## config.mk

```make
export PLATFORM = sky130hd
export DESIGN_NAME = jk_mod_counter
export DESIGN_NICKNAME = d
export VERILOG_FILES = /design/src/rtl/jk_mod_counter.sv
export SDC_FILE = /design/constraint.sdc
export NUM_CORES = 1
export LEC_CHECK = 0
export ABC_AREA = 1
export CORE_AREA = 2 2 39 41
export DETAILED_ROUTE_END_ITERATION = 8
export DIE_AREA = 0 0 41 43
export SLEW_MARGIN = 20
export SYNTH_ARGS = -nofsm -noshare
export SYNTH_HDL_FRONTEND = slang
export SYNTH_SLANG_ARGS = --single-unit
export TNS_END_PERCENT = 5
```

## constraint.sdc

```tcl
create_clock -name clk -period 3.1 [get_ports clk]
set_input_delay 0.775 -clock clk [delete_from_list [all_inputs] [get_ports clk]]
set_output_delay 0.775 -clock clk [all_outputs]
set_load 0.01 [all_outputs]
```

## src/rtl/jk_mod_counter.sv

```systemverilog
// Modulo-N up/down/complement counter steered by JK-style j/k controls,
// with enable, sync clear, clamped parallel load and a registered wrap pulse.
module jk_mod_counter #(
  parameter int WIDTH  = 2,
  parameter int MODULO = 4
) (
  input  logic             clk,
  input  logic             rst,
  input  logic             en,
  input  logic             j,
  input  logic             k,
  input  logic             clr,
  input  logic             load,
  input  logic [WIDTH-1:0] load_val,
  output logic [WIDTH-1:0] count,
  output logic             tc
);

  if (MODULO < 2) begin : g_bad_mod
    $error("jk_mod_counter: MODULO must be at least 2");
  end
  if ((2 ** WIDTH) < MODULO) begin : g_bad_width
    $error("jk_mod_counter: WIDTH too small for MODULO");
  end

  localparam int MAXI = MODULO - 1;
  localparam logic [WIDTH:0]   MOD_E = MODULO[WIDTH:0];
  localparam logic [WIDTH-1:0] MAX_W = MAXI[WIDTH-1:0];

  logic [WIDTH-1:0] count_q, count_d;
  logic             tc_q, tc_d;

  logic             sel_clr, sel_load;
  logic             sel_up, sel_dn, sel_cp;
  logic [WIDTH:0]   up_e;
  logic             wrap_up, wrap_dn;

  // Mask lower-priority selects so the decoder sees a one-hot set
  assign sel_clr  = clr;
  assign sel_load = load & ~clr;
  assign sel_up   = en & ~clr & ~load & j & ~k;
  assign sel_dn   = en & ~clr & ~load & ~j & k;
  assign sel_cp   = en & ~clr & ~load & j & k;

  assign up_e    = {1'b0, count_q} + 1'b1;
  assign wrap_up = (up_e == MOD_E);
  assign wrap_dn = (count_q == '0);

  always_comb begin
    count_d = count_q;
    tc_d    = 1'b0;
    unique case (1'b1)
      sel_clr:  count_d = '0;
      sel_load: count_d = (load_val > MAX_W) ? MAX_W : load_val;
      sel_up: begin
        count_d = wrap_up ? '0 : up_e[WIDTH-1:0];
        tc_d    = wrap_up;
      end
      sel_dn: begin
        count_d = wrap_dn ? MAX_W : count_q - 1'b1;
        tc_d    = wrap_dn;
      end
      sel_cp:   count_d = MAX_W - count_q;
      default:  count_d = count_q;
    endcase
  end

  always_ff @(posedge clk or negedge rst) begin
    if (!rst) begin
      count_q <= '0;
      tc_q    <= 1'b0;
    end else begin
      count_q <= count_d;
      tc_q    <= tc_d;
    end
  end

  assign count = count_q;
  assign tc    = tc_q;

endmodule

```

==> run metrics <==
crit start category=flip-flop; IO Pins=12; clk buf depth=2; leak pwr=0.201 nW; first-pass GRT wire length=924 microns; starting density of the core=19.9%; power per cell area=352 nW/um^2; worst slew pin tran=0.238 ns; CP required=2.32 ns; clock-pin transition on the worst setup and hold timing paths=0.04 ns; flops & latches, synth=3; Max-Cap Viols=0; row count=14; Netlist cell types=14; Worst VDD drop=0.0727 mV; DR iter-0 viols=1; Routed Antenna Nets=0; layout cells sized above 1=13.0%; Critical Path End Type=output pin; most frequent cells in the layout=clkdlybuf4s50_1, nor2_1, inv_1; Final HPWL DP=478 microns; Resized Gates After CTS=0; Gate power share=25.7%; Yosys top cell by area=dfrtp_1; Buf+Inv Stages, Crit Path=1; met3 Resource Use GR=0%; Port Buffers=11; clock skew=0.00333 ns; total power=0.152 mW; worst skew pair latency=0.23 ns; area growth from synthesis to layout=56.8%; Post-Syn Area=275 sq um; Sw Pwr=0.0407 mW; YS warnings=0; CTS tree=done; crit-path max cell delay=0.56 ns; # setup viols final=0; M1 GR Usage=9.90%; vias in the first global route=256; Hold Path Class=flip-flop to flip-flop; Max Fclk=505 MHz; status=complete, no violations; nets=66; largest cells by area after synthesis=dfrtp_1, nor2_1, nand3_1, inv_1, ha_1; syn_area_per_cell=7.06 sq um; commonest non-fill, non-tap cell in the layout=clkdlybuf4s50_1; Sw Ratio=26.8%; initial antenna violation count=0; Yosys top cell area share=27.3%; crit-path leading delay family=buffers and inverters; DIE AREA=1760 sq um; Post-Route WL=568 microns; Avg Vias per Cell=4.33; postcts setup bufs=0; final worst path period share=63.8%; Diodes inserted=0; Clk pwr share=44.2%; Pins Over Slew Limit=0; DRT Pass-1 Iters=3; Arr. time, crit path=1.20 ns; met2 global-route usage=11.3%; critical path type=flip-flop to output pin; largest net degree at the start of global routing=7; post-synthesis sequential area ratio=27.3%; Num CTS Buffers=3; unrepaired setup endpoints after global routing=false; gr usage total=7.92%; Clock Root Buffer=clkbuf_4; fillcell total=159; Max-slew headroom=84.1%; Die Wd=41 microns; Post-route DRC=0; Final Hold Viols=0; via count=303; core footprint=1380 sq um; slowest CP cell=clkdlybuf4s50_1; TritonCTS Sinks=3; internal power=0.111 mW; CP Cell Sequence=clkdlybuf4s50_1; CP max FO=5; CTS H-tree lvls=1; cts hold-fix bufs=0; wire per inst=8.11 microns; die span in y=43 microns; Final min period=1.98 ns; GRT Residual Overflow=0; Synthesized Nets=50; Final TNS setup=0 ns; Top Usage Layer GRT=met2; routability cong.=0.782; Gate Count Post-Synth=39; share of power burned in registers=30.2%
==> synth_stat cells <==
master	number
nor2_1	9
inv_1	7
nand3_1	6
dfrtp_1	3
nand2_1	3
ha_1	2
nand4_1	2
a21boi_2	1
nand4_2	1
nor2_2	1
nor2_4	1
nor3b_1	1
o22ai_1	1
or2_1	1
==> layout make-up <==
class / count / area (sq um) / share of cell area [%]
Clock buffer: 4 / 26.3 / 6.09
Inverter: 7 / 26.3 / 6.09
Multi-Input combinational cell: 29 / 174 / 40.3
Sequential cell: 3 / 75.1 / 17.4
Tap cell: 16 / 20.0 / 4.64
Timing Repair Buffer: 11 / 110 / 25.5
==> path summary, 6_finish.rpt <==
kind / to / depth (start not counted) / slack (ns) / startpoint
worst max register to register: count[1] / 7 / 1.84 / count[0]
min in group asynchronous: count[0] / 1 / 0.73 / rst
worst min register to register: count[0] / 2 / 0.62 / count[0]
worst min-delay path: count[0] / 2 / 0.62 / count[0]
worst max-delay path: count[0] / 1 / 1.12 / count[0]
max in group asynchronous: count[1] / 1 / 2.23 / rst
==> metrics by stage <==
stage	utilization [%]	setup WS (ns)	cell area, sq um	hold WS [ns]	instances
final	31.2	1.12	432	0.619	70
after CTS	31.2	1.10	432	0.631	70
after floorplan	-	1.77	275	0.479	39
after global placement	29.3	1.20	405	0.616	66
after detailed placement	29.3	1.18	405	0.622	66
after global routing	31.2	1.05	432	0.700	70
==> state kept, by name (all words and copies together) (netlist names) <==
register / count
tc: 1
count: 2
==> routing by layer <==
metal | vias up | share of wire, %
met4 | 0 | 0
met5 | - | 0
li1 | 157 | -
met1 | 135 | 42
met3 | 0 | 6.7
met2 | 11 | 51
==> logic make-up (layout without fill, tap and decap cells) <==
| logic type | count (synthesis) | count (layout) | synth area share, % |
|---|---|---|---|
| compound gates | 2 | 2 | 6.36 |
| buf+inv | 7 | 22 | 9.55 |
| fa+ha+maj | 2 | 2 | 9.09 |
| simple gates | 25 | 25 | 47.7 |
| flops | 3 | 3 | 27.3 |
==> worst register-to-register path: cells and delay by family, from the launching register on <==
kind                     cells  cell delay (ns)
buffers and inverters        2             0.14
AND/OR/NAND/NOR              4             0.31
adder cells (fa/ha/maj)      1             0.28
flip-flops                   1             0.41
==> power by group through the flow <==
stage	Combinational, mW	Sequential, mW	Clock (mW)
2_1_floorplan	0.0162	0.0467	0
3_3_place_gp	0.0385	0.0465	0
3_5_place_dp	0.0390	0.0465	0
4_1_cts	0.0392	0.0460	0.0703
5_1_grt	0.0436	0.0466	0.0710
6_report	0.0389	0.0458	0.0671
Power figures use the tool's default switching activity.
